--- src/rtl/switch_pkg.sv ---
// switch_pkg: types and defaults shared by the switch port receiver, crossbar and transmitter
package switch_pkg;
  localparam int NUM_PORTS = 8;
  localparam int DEF_ADDR_BITS = 4;
  localparam int DEF_DATA_BITS = 32;
  typedef struct packed {
    logic [2:0] sa;
    logic [2:0] da;
    logic [DEF_DATA_BITS-1:0] data;
  } pkt_t;
  typedef enum logic [2:0] {IDLE, ADDR, PAD, DATA, DRAIN} rx_state_e;
endpackage

--- src/rtl/rx_pkt_fifo.sv ---
// rx_pkt_fifo: first-word-fall-through packet FIFO, pointers carry an extra wrap bit
module rx_pkt_fifo import switch_pkg::*; #(
  parameter int DEPTH = 2
) (
  input  logic i_clock,
  input  logic i_reset,
  input  logic i_push,
  input  pkt_t i_din,
  input  logic i_pop,
  output pkt_t o_dout,
  output logic o_full,
  output logic o_empty
);
  localparam int AW = $clog2(DEPTH);
  pkt_t r_mem [DEPTH];
  logic [AW:0] r_wr, r_rd;
  always_ff @(posedge i_clock or posedge i_reset)
    if (i_reset) begin
      for (int i = 0; i < DEPTH; i++) r_mem[i] <= '0;
      r_wr <= '0;
      r_rd <= '0;
    end else begin
      if (i_push) r_mem[r_wr[AW-1:0]] <= i_din;
      r_wr <= r_wr + (AW+1)'(i_push);
      r_rd <= r_rd + (AW+1)'(i_pop);
    end
  assign o_empty = r_wr == r_rd;
  assign o_full = (r_wr[AW-1:0] == r_rd[AW-1:0]) && (r_wr[AW] != r_rd[AW]);
  assign o_dout = r_mem[r_rd[AW-1:0]];
endmodule

--- src/rtl/switch_port_rx.sv ---
// switch_port_rx: deserialises frame_n/valid_n/di frames into buffered packets, drops and counts bad ones
module switch_port_rx import switch_pkg::*; #(
  parameter int PORT_ID = 0,
  parameter int ADDR_BITS = DEF_ADDR_BITS,
  parameter int DATA_BITS = DEF_DATA_BITS,
  parameter int PAD_MAX = 16,
  parameter int FIFO_DEPTH = 2
) (
  input  logic                 i_clock,
  input  logic                 i_reset,
  input  logic                 i_frame_n,
  input  logic                 i_valid_n,
  input  logic                 i_di,
  output logic                 o_pkt_valid,
  input  logic                 i_pkt_ready,
  output logic [2:0]           o_pkt_da,
  output logic [2:0]           o_pkt_sa,
  output logic [DATA_BITS-1:0] o_pkt_data,
  output logic                 o_busy,
  output logic                 o_err,
  output logic [7:0]           o_rx_cnt,
  output logic [7:0]           o_drop_cnt
);
  localparam int PW = $clog2(PAD_MAX + 1);
  rx_state_e r_state, w_next;
  logic [5:0] r_bit;
  logic [PW-1:0] r_pad;
  logic [ADDR_BITS-1:0] r_addr;
  logic [DATA_BITS-1:0] r_data;
  logic r_push, r_err, r_armed;
  logic [7:0] r_rx_cnt, r_drop_cnt;
  logic w_cap_a, w_cap_d, w_fsm_err, w_done, w_last;
  logic w_full, w_empty, w_pop, w_ovf, w_wr, w_drop;
  pkt_t w_head;
  assign w_last = !i_valid_n && r_bit == 6'(DATA_BITS - 1);
  always_comb begin
    w_next = r_state;
    w_cap_a = 1'b0;
    w_cap_d = 1'b0;
    w_fsm_err = 1'b0;
    w_done = 1'b0;
    case (r_state)
      // until frame_n=1 has been seen since reset we may be mid-frame, so resync via DRAIN
      IDLE: if (!i_frame_n) begin
        w_next = r_armed ? ADDR : DRAIN;
        w_cap_a = r_armed;
      end
      ADDR: if (i_frame_n) begin
        w_next = IDLE;
        w_fsm_err = 1'b1;
      end else if (!i_valid_n) begin
        w_next = DRAIN;
        w_fsm_err = 1'b1;
      end else begin
        w_cap_a = 1'b1;
        w_next = r_bit == 6'(ADDR_BITS - 1) ? PAD : ADDR;
      end
      PAD: if (i_frame_n) begin
        w_next = IDLE;
        w_fsm_err = 1'b1;
      end else if (!i_valid_n) begin
        w_cap_d = 1'b1;
        w_next = DATA;
      end else if (r_pad == PW'(PAD_MAX)) begin
        w_next = DRAIN;
        w_fsm_err = 1'b1;
      end
      DATA: if (w_last) begin
        w_cap_d = 1'b1;
        w_next = i_frame_n ? IDLE : DRAIN;
        w_done = i_frame_n && !(|r_addr[ADDR_BITS-1:3]);
        w_fsm_err = !w_done;
      end else if (i_frame_n) begin
        w_next = IDLE;
        w_fsm_err = 1'b1;
      end else w_cap_d = !i_valid_n;
      DRAIN: w_next = i_frame_n ? IDLE : DRAIN;
      default: w_next = IDLE;
    endcase
  end
  assign w_pop = !w_empty && i_pkt_ready;
  assign w_ovf = r_push && w_full && !w_pop;
  assign w_wr = r_push && !w_ovf;
  assign w_drop = w_fsm_err || w_ovf;
  always_ff @(posedge i_clock or posedge i_reset)
    if (i_reset) begin
      r_state <= IDLE;
      r_bit <= '0;
      r_pad <= '0;
      r_addr <= '0;
      r_data <= '0;
      r_push <= 1'b0;
      r_err <= 1'b0;
      r_armed <= 1'b0;
      r_rx_cnt <= '0;
      r_drop_cnt <= '0;
    end else begin
      r_state <= w_next;
      r_bit <= (w_next != r_state) ? 6'(w_next == ADDR || w_next == DATA) : r_bit + 6'(w_cap_a | w_cap_d);
      r_pad <= (r_state == PAD) ? r_pad + PW'(1) : '0;
      if (w_cap_a) r_addr <= {i_di, r_addr[ADDR_BITS-1:1]};
      if (w_cap_d) r_data <= {i_di, r_data[DATA_BITS-1:1]};
      r_push <= w_done;
      r_err <= w_drop;
      r_armed <= r_armed | i_frame_n;
      r_rx_cnt <= r_rx_cnt + 8'(w_wr);
      r_drop_cnt <= r_drop_cnt + 8'(w_drop && r_drop_cnt != 8'hff);
    end
  rx_pkt_fifo #(.DEPTH(FIFO_DEPTH)) u_fifo (
    .i_clock(i_clock),
    .i_reset(i_reset),
    .i_push (w_wr),
    .i_din  ({3'(PORT_ID), r_addr[2:0], r_data}),
    .i_pop  (w_pop),
    .o_dout (w_head),
    .o_full (w_full),
    .o_empty(w_empty)
  );
  assign o_pkt_valid = !w_empty;
  assign o_pkt_da = w_head.da;
  assign o_pkt_sa = w_head.sa;
  assign o_pkt_data = w_head.data;
  assign o_busy = r_state != IDLE;
  assign o_err = r_err;
  assign o_rx_cnt = r_rx_cnt;
  assign o_drop_cnt = r_drop_cnt;
endmodule
--- config.mk ---
export PLATFORM = sky130hd
export DESIGN_NAME = switch_port_rx
export DESIGN_NICKNAME = d
export VERILOG_FILES = /design/src/rtl/switch_pkg.sv /design/src/rtl/rx_pkt_fifo.sv /design/src/rtl/switch_port_rx.sv
export SDC_FILE = /design/constraint.sdc
export NUM_CORES = 1
export LEC_CHECK = 0
export ABC_CLOCK_PERIOD_IN_PS = 2900
export BUFFER_PORTS_ARGS = -buffer_cell sky130_fd_sc_hd__buf_2
export CAP_MARGIN = 20
export CORE_MARGIN = 5
export CORE_UTILIZATION = 44
export CTS_BUF_LIST = sky130_fd_sc_hd__clkbuf_4
export DETAILED_ROUTE_END_ITERATION = 6
export HOLD_SLACK_MARGIN = 0.03
export PLACE_DENSITY_LB_ADDON = 0.1
export SLEW_MARGIN = 10
export SYNTH_ARGS = -nofsm -noshare
export SYNTH_HDL_FRONTEND = slang
export SYNTH_HIERARCHICAL = 1
export SYNTH_SLANG_ARGS = --single-unit
--- constraint.sdc ---
create_clock -name i_clock -period 2.9 [get_ports i_clock]
set_input_delay 0.145 -clock i_clock [delete_from_list [all_inputs] [get_ports i_clock]]
set_output_delay 0.145 -clock i_clock [all_outputs]
set_load 0.005 [all_outputs]
== Yosys cells after proc, flatten, opt, wreduce, memory -nomap -nowiden ==
Cells that the tools add are included.
Word-level totals
  bits in registers: 149
  output and inout port bits: 57
  input port bits: 6
  word-level logic and storage cells: 102
Cells by class
  muxes and demuxes: 38
  bitwise gates (word level): 4
  equality and inequality tests: 14
  $lt $le $gt $ge: 3
  reduce and logical (&&, ||, !) cells: 19
  add/subtract/negate cells: 6
Operator list (count)
  2-to-1 mux 38 bit: 4
  bitwise mux 76 bit: 1
  demux 38 bit (select 1 bit): 1
  2-to-1 mux 3 bit: 10
  adder 8 x 1 -> 8 bit: 2
  2-to-1 mux 1 bit: 15
  case mux 3 bit (5 select lines): 1
  == test 3 x 2 -> 1 bit, second input constant: 3
  logical AND 1 bit: 9
  != test 8 bit, second input constant: 1
  adder 6 x 1 -> 6 bit: 1
  == test 3 x 1 -> 1 bit, second input constant: 2
  == test 6 x 2 -> 1 bit, second input constant: 1
  == test 6 x 5 -> 1 bit, second input constant: 1
  zero test 1 bit: 6
  2-to-1 mux 6 bit: 1
  adder 5 x 1 -> 5 bit, second input constant: 1
  == test 5 bit, second input constant: 1
  2-to-1 mux 5 bit: 1
  adder 2 x 1 -> 2 bit: 2
  greater-or-equal comparator 2 bit, second input constant: 2
  inverter 1 -> 2 bit: 2
  case mux 1 bit (2 select lines): 2
  == test 3 bit, second input constant: 1
  other kinds (11): 13

== Longest topological paths before layout ==
Gate-level depths: netlist of run 1.
  depth after elaboration: 8
  mapped depth: 13
  mapped depth without buffers: 11

== By module ==
Netlist of run 1, hierarchy kept.
Modules (own cells, without submodules)
  rx_pkt_fifo: times used 1, cells each 218, area each 3633.5 um^2, seq. area each 2001.9 um^2
  switch_port_rx: times used 1, cells each 256, area each 3125.5 um^2, seq. area each 1726.7 um^2

== Least setup slack after synthesis of run 1 ==
OpenSTA, ideal clock, no wires.
  path kind: reg-to-reg
  from: reg r_state[2]
  to: reg r_bit[4]
  clock period less this slack: 2195 ps
  cell stages (with the launch flop): 14
  setup slack: 705 ps
  buffers on the path: 3
  required time: 2813 ps
  arrival time: 2108 ps
  setup time: 87 ps
  path through: dfrtp_1 buf_6 nor3b_1 nand2b_1 o21a_1 clkbuf_1 buf_2 nand2b_1 ha_1 ha_1 nand3_1 xnor2_1 nand2_1 nor3_1
On the way
  longest elaborated chain between the ends: 6
  elaborated cells between the ends (all ways): 18
  classes of those cells: 1 x add/sub; 5 x eq/ne; 10 x mux; 1 x bitwise; 1 x reduce/logical
Ends and longest elaborated chain
  from (decl): line switch_port_rx.sv:25  | rx_state_e r_state, w_next;
  from (signal assigned): line switch_port_rx.sv:98  | r_state <= w_next;
  parallel branches: the longest is 5 deep, another holds adder 6 x 1 -> 6 bit
  2-to-1 mux 6 bit (*): line switch_port_rx.sv:99  | r_bit <= (w_next != r_state) ? 6'(w_next == ADDR || w_next == DATA) : r_bit + 6'(w_cap_a | w_cap_d);
  to (signal assigned): line switch_port_rx.sv:99
  to (decl): line switch_port_rx.sv:26  | logic [5:0] r_bit;
Every way passes the cells marked *.
A chain may end at the register's enable or synchronous reset.

== Worst setup path in the final report of run 1 ==
  from: reg r_pad[0]
  to: reg r_drop_cnt[6] (netlist: o_drop_cnt[6])
On the way
  longest elaborated chain between the ends: 8
Ends and longest elaborated chain
  from (decl): line switch_port_rx.sv:27  | logic [PW-1:0] r_pad;
  from (signal assigned): line switch_port_rx.sv:100  | r_pad <= (r_state == PAD) ? r_pad + PW'(1) : '0;
  == test 5 bit: line switch_port_rx.sv:64  | end else if (r_pad == PW'(PAD_MAX)) begin
  2-to-1 mux 1 bit: line switch_port_rx.sv:64
  2-to-1 mux 1 bit: line switch_port_rx.sv:61  | end else if (!i_valid_n) begin
  2-to-1 mux 1 bit: line switch_port_rx.sv:58  | PAD: if (i_frame_n) begin
  case mux 1 bit (3 select lines): line switch_port_rx.sv:42  | case (r_state)
  logical OR 1 bit: line switch_port_rx.sv:84  | assign w_drop = w_fsm_err || w_ovf;
  named net w_drop: line switch_port_rx.sv:33  | logic w_full, w_empty, w_pop, w_ovf, w_wr, w_drop;
  logical AND 1 bit: line switch_port_rx.sv:107  | r_drop_cnt <= r_drop_cnt + 8'(w_drop && r_drop_cnt != 8'hff);
  adder 8 x 1 -> 8 bit: line switch_port_rx.sv:107
  to (signal assigned): line switch_port_rx.sv:107
  to (decl): line switch_port_rx.sv:31  | logic [7:0] r_rx_cnt, r_drop_cnt;
The timed path passes the listed nets, and every way through them passes these cells.

==> results of run 1 <==
-- worst max-delay path by stage --
stage | endpoint | depth (start not counted)
after detailed placement | o_drop_cnt[4] | 11
after global routing | o_drop_cnt[6] | 11
after CTS | o_drop_cnt[4] | 11
after global placement | o_drop_cnt[4] | 11
final | o_drop_cnt[6] | 11
after floorplan | u_fifo/r_mem[0] | 1
-- critical path: cells and delay by family, from the launching register on --
family	cells	cell delay, ns
compound gates	2	0.39
xor+xnor	1	0.14
fa+ha+maj	3	0.59
buf+inv	1	0.07
flops	1	0.42
simple gates	4	0.77
-- power by group through the flow --
stage / clock network [mW] / registers (mW) / logic (mW)
finish: 1.30 / 2.28 / 0.599
global placement: 0 / 2.32 / 0.602
global route: 1.45 / 2.30 / 0.663
CTS: 1.36 / 2.28 / 0.616
floorplan: 0 / 2.30 / 0.452
detailed placement: 0 / 2.32 / 0.608
-- kinds of logic after synthesis --
group / synth area share, %
AO/OA/AOI/OAI: 3.055
XOR/XNOR: 3.110
adder cells (fa/ha/maj): 2.036
buffers and inverters: 3.036
flip-flops: 55.16
multiplexers: 27.21
other: 0.05548
AND/OR/NAND/NOR: 6.331
-- repair_timing --
item,CTS,global route
hold buffers,5,0
resized for setup,0,0
buffers inserted,0,0
endpoints found under the hold margin,83,0
-- flip-flops by register name, indices dropped and copies added (netlist names) --
signal and count:
r_bit 6, r_pad 5, u_fifo/r_wr 2, r_state 3
r_armed 1, u_fifo/r_mem 76, o_err 1, o_rx_cnt 8
o_drop_cnt 8, r_addr 4, r_push 1, r_data 32
u_fifo/r_rd 2
-- cell type report --
cell class / instances / area share [%]
Antenna cell: 1 / 0.03280
Clock buffer: 19 / 1.870
Clock inverter: 13 / 1.821
Inverter: 13 / 0.6561
Multi-Input combinational cell: 295 / 37.35
Sequential cell: 149 / 48.89
Tap cell: 188 / 3.083
Timing Repair Buffer: 78 / 6.298
-- per-stage QoR --
stage               util [%]  cells  power, mW
global route           50.37    756      4.418
finish                 50.37    756      4.183
global placement       48.16    718      2.920
CTS                    50.35    755      4.259
detailed placement     48.16    718      2.930
floorplan                  -    479      2.749
-- layout by cell type, fill, tap and decap left out, types with 2 or more instances in the layout --
cell | synthesis | layout
buf_2 | 11 | 62
or2_2 | 2 | 2
mux2_1 | 3 | 3
or3_1 | 3 | 3
xor2_1 | 12 | 12
dlygate4sd3_1 | 0 | 5
xnor2_1 | 12 | 12
nand3b_1 | 2 | 2
clkinv_2 | 0 | 4
clkbuf_4 | 0 | 19
inv_1 | 13 | 11
buf_4 | 0 | 8
clkinvlp_4 | 0 | 2
a21boi_0 | 2 | 2
and3_1 | 2 | 2
nand2_1 | 16 | 16
ha_1 | 11 | 9
mux2_2 | 107 | 107
buf_12 | 0 | 3
mux2_4 | 40 | 40
bufinv_16 | 0 | 3
nor2_1 | 11 | 11
nand3_1 | 14 | 14
dfrtp_1 | 149 | 148
nand2b_1 | 5 | 5
conb_1 | 1 | 6
clkinv_1 | 0 | 5
nor3_1 | 11 | 11
ha_2 | 0 | 2
nand4_1 | 2 | 2
a21oi_1 | 4 | 4
o21ai_0 | 5 | 5
-- per-layer routing --
| layer | vias up | part of all wire, % | GRT usage (%) | routed length [um] |
|---|---|---|---|---|
| met4 | 0 | 1.1 | 4.743 | 139 |
| met2 | 52 | 48 | 24.03 | 6018 |
| met1 | 1972 | 47 | 20.15 | 5944 |
| met5 | - | 0 | 0 | 0 |
| met3 | 11 | 3.4 | 4.276 | 427 |
| li1 | 1838 | - | - | - |
==> metrics.yaml, run 1 <==
status: "finished, final reports clean"
grt_setup_unrepaired: "false"
clock-sinks: 149
finalSetupViolCount: 0
startpoint_type: "flip-flop"
io_pins: 63
crit_type: "flip-flop to flip-flop"
r2r_end: "o_drop_cnt[6]"
syn_to_final_growth_pct: 12.87
crit_path_end_kind: "flip-flop"
hp-class: "primary input to async pin"
dpl.hpwl_um: 8173
num_vias: 3873
async_flop_share_pct: 100.0
cts_buffers: 17
clk_pin_slew_ns: 0.12
synth_edf_count: 0
ant_nets: 0
synthTopCellsByCount: "dfrtp_1 (149), mux2_2 (107), mux2_4 (40)"
cts_tree: "yes"
grt_pass1_wl_um: 21490
final_nets: 571
final_layout_size_suffix_gt1_share_pct: 46.03
cts_buffer_depth: 2
synth-warning-count: 6
peakVddDrop_mv: 0.4231
stdcell_area_um2: 7629
rows: 45
grt.overflow.total: 0
p_seq_share_pct: 54.6
internal-power_mw: 3.035
crit_required_ns: 3.33
drtPass1Iterations: 4
cp_common_cell: "ha_1"
cts_max_level: 4
port_buffers: 62
grt_usage_pct: 15.10
hold_viol: 0
synth_ff_type: "dfrtp_1"
drc: 0
path_max_fanout: 4
wl_um: 12530
leakagePower_nw: 3.937
p_sw_mw: 1.148
tightest_slew_ns: 0.8535
fin_crit_ns: 2.482
synth.avg_cell_area_um2: 14.26
synth-seq-cells: 149
slowest_delay_ns: 0.42
ctsRootBufferMaster: "clkbuf_4"
dieArea_um2: 17940
synthesis.area_um2: 6759
yosysMostFrequentCell: "dfrtp_1"
crit_path_cell_trace: "inv_1 -> ha_1 -> nand4bb_1 -> or2_2 -> a31oi_1 -> a311o_1 -> and2_1 -> ha_1 -> ha_1 -> nand3_1 -> xnor2_1"
clkPwrFrac_pct: 31.1
fmax_mhz: 402.9
coreArea_um2: 15150
start_util_pct: 44.63
finalWorstSetupSlack_ns: 0.4182
power_frac_comb_pct: 14.3
first_global_vias: 4212
slew_violations: 0
powerDensity_nw_per_um2: 548.3
crit_path_start: "r_pad[0]"
post_dp_cell_area_um2: 7295
synth_top_cell_area_share_pct: 55.16
synth_cells: 474
drt_iter0_markers: 105
globalplace.congestion: 0.7475
finalCritPeriodShare_pct: 85.58
reg2regPathDepth: 11
synth_area_leader_cell: "dfrtp_1"
fill_cells: 1341
die_x_um: 133.9
grt_max_degree: 47
finClkSkew_ns: 0.01309
register_area_um2: 3730
synth.area.top_cells: "dfrtp_1 (55%), mux2_2 (18%), mux2_4 (8.9%), ha_1 (2.0%), xnor2_1 (1.6%)"
die_h_um: 133.9
clkLatencyLatePin_ns: 0.53
fin_setup_tns_ns: 0
regToRegStartpoint: "r_pad[0]"
swShare_pct: 27.44
maxSlewHeadroom_pct: 43.10
arrival_ns: 2.91
grt_antenna_before_repair: 1
multi_input_area_um2: 2849
cp_slowest_cell: "dfrtp_1"
pre_cts_ws_ns: 0.4221
hold-worst-slack_ns: 0.2923
post_drt_via_cell_ratio: 5.123
synth-seq-area-share_pct: 55.16
post_drt_wl_per_cell_um: 16.58
r2r_slack_ns: 0.42
maxCapViolations: 0
ys_types: 50
No activity file was read; power rests on OpenSTA's default activity.
==> inputs of run 2 (changes only) <==
--- a/config.mk
+++ b/config.mk
@@ -14,6 +14,7 @@
 export DETAILED_ROUTE_END_ITERATION = 6
 export HOLD_SLACK_MARGIN = 0.03
 export PLACE_DENSITY_LB_ADDON = 0.1
+export REMOVE_ABC_BUFFERS = 1
 export SLEW_MARGIN = 10
 export SYNTH_ARGS = -nofsm -noshare
 export SYNTH_HDL_FRONTEND = slang
==> metrics.yaml, run 2 (synthesized netlist as in run 1, its figures left out) <==
status: "finished, final reports clean"
post_drt_via_cell_ratio: 5.151  # +0.55%
regToRegStartpoint: "r_state[0]"
globalplace.congestion: 0.7725  # +3.3%
port_buffers: 62  # unchanged
num_vias: 3884  # +0.28%
cts_tree: "yes"
leakagePower_nw: 3.958  # +0.54%
startpoint_type: "flip-flop"
hold-worst-slack_ns: 0.3147  # +0.02244 ns
drtPass1Iterations: 4  # unchanged
crit_type: "flip-flop to flip-flop"
r2r_end: "o_drop_cnt[6]"
crit_path_cell_trace: "or3b_2 -> a31oi_1 -> a311o_1 -> and2_1 -> ha_1 -> ha_1 -> nand3_1 -> xnor2_1"
pre_cts_ws_ns: 0.4821  # +0.06004 ns
crit_path_end_kind: "flip-flop"
final_nets: 570  # -0.18%
peakVddDrop_mv: 0.4004  # -5.4%
top_regs: "u_fifo/r_mem: 76 flops, r_data: 32 flops"
die_x_um: 133.9  # unchanged
start_util_pct: 44.63  # unchanged
clk_pin_slew_ns: 0.13  # about the same
powerDensity_nw_per_um2: 574.7  # +4.8%
rows: 45  # unchanged
fin_setup_tns_ns: 0  # unchanged
mostFrequentLayoutCells: "dfrtp_1 (148), mux2_2 (107), buf_2 (62)"
hold_viol: 0  # unchanged
tightest_slew_ns: 0.8717  # +0.01816 ns
grt_pass1_wl_um: 21620  # +0.64%
r2r_slack_ns: 0.46  # +0.05 ns
fin_crit_ns: 2.435  # -0.04672 ns
fmax_mhz: 410.7  # +1.9%
dpl.hpwl_um: 8055  # -1.4%
ant_nets: 0  # unchanged
arrival_ns: 2.87  # -0.04 ns
die_h_um: 133.9  # unchanged
cp_common_cell: "ha_1"
cts_buffers: 17  # unchanged
maxCapViolations: 0  # unchanged
cts_buffer_depth: 2  # unchanged
ctsResizeCount: 0  # unchanged
hp-class: "primary input to async pin"
power_mw: 4.409  # +5.4%
grt_antenna_before_repair: 0  # -1
finalWorstSetupSlack_ns: 0.4649  # +0.04673 ns
first_global_vias: 4189  # -0.55%
maxSlewHeadroom_pct: 41.89  # -1.2 points
postLayoutCoreUtil_pct: 50.66  # +0.29 points
final_layout_size_suffix_gt1_share_pct: 46.82  # +0.79 points
cp_slowest_cell: "dfrtp_1"
layout_commonest_cell: "dfrtp_1"
grt.overflow.total: 0  # unchanged
reg2regPathDepth: 8  # -3
drt_iter0_markers: 196  # +87%
grt_max_degree: 48  # +2.1%
dieArea_um2: 17940  # unchanged
largest_reg_flops: 76  # unchanged
cts_max_level: 4  # unchanged
ctsRootBufferMaster: "clkbuf_4"
finClkSkew_ns: 0.01113  # -0.001952 ns
coreArea_um2: 15150  # unchanged
fill_cells: 1331  # -0.75%
finalSetupViolCount: 0  # unchanged
post_drt_wl_per_cell_um: 16.91  # +2.0%
grt_setup_unrepaired: "false"
wl_um: 12750  # +1.7%
slowest_delay_ns: 0.64  # +0.22 ns
io_pins: 63  # unchanged
finalCritPeriodShare_pct: 83.97  # -1.6 points
clock-sinks: 149  # unchanged
top_register: "u_fifo/r_mem"
drc: 0  # unchanged
antenna_cells: 0  # -1
syn_to_final_growth_pct: 13.51
path_max_fanout: 16  # +12
crit_required_ns: 3.34  # about the same
clkLatencyLatePin_ns: 0.53  # about the same
slew_violations: 0  # unchanged
post_cts_buffers: 0  # unchanged
grt_usage_pct: 15.14  # +0.038 points
==> run 2: cell count changes in the layout (fill, tap and decap cells not counted), sizes merged <==
cell and delta:
inv +1, bufinv +2, diode -1, clkinv -4, clkinvlp +1, buf -1
==> run 2: critical path: cells and delay by family, from the launching register on <==
kind                     cells  cell delay, ns
adder cells (fa/ha/maj)      2            0.46
XOR/XNOR                     1            0.13
AO/OA/AOI/OAI                2            0.38
AND/OR/NAND/NOR              3            0.75
flip-flops                   1            0.64
==> run 2: area by class of cell <==
| cell class | instances | area (um2) | area share [%] |
|---|---|---|---|
| clock buffer | 19 | 142.6 | 1.859 |
| clock inverter | 13 | 205.2 | 2.674 |
| inverter | 13 | 50.05 | 0.6523 |
| multi-input combinational | 295 | 2849 | 37.13 |
| sequential | 149 | 3730 | 48.61 |
| tap | 188 | 235.2 | 3.066 |
| timing repair buffer | 77 | 460.4 | 6.001 |
==> run 2: stage by stage <==
step | cells | cell area, um2
after detailed placement | 717 | 7274
final | 754 | 7672
after global placement | 717 | 7274
after floorplan | 457 | 6621
after CTS | 754 | 7672
after global routing | 754 | 7672
==> run 2: worst max path at each step <==
stage	start	to	cells past startpoint
floorplan	u_fifo/r_rd[0]	u_fifo/r_mem[55]	7
global placement	r_state[1]	r_bit[5]	10
detailed placement	r_pad[0]	o_drop_cnt[6]	11
CTS	r_pad[0]	o_drop_cnt[6]	11
global route	r_state[1]	r_bit[5]	10
finish	r_state[0]	o_drop_cnt[6]	8
==> run 2: report_power, final <==
part	leakage, nW	total [mW]	switching, mW	internal [mW]
clock	0.179	1.53	0.742	0.789
combinational	1.74	0.596	0.336	0.260
sequential	2.04	2.28	0.105	2.18
total	3.96	4.41	1.18	3.23
==> run 2: timing repair <==
item / in CTS / in global routing
setup endpoints to repair: 0 / 0
endpoints found under the hold margin: 89 / 0
hold buffers: 5 / 0
==> run 2: layer usage <==
layer  vias up  GRT usage, %  wire [um]
met5         -             0          0
met4         0         5.314        169
met3        13         4.351        474
met2        68         23.27       5888
met1      1973         20.62       6216
li1       1830             -          -
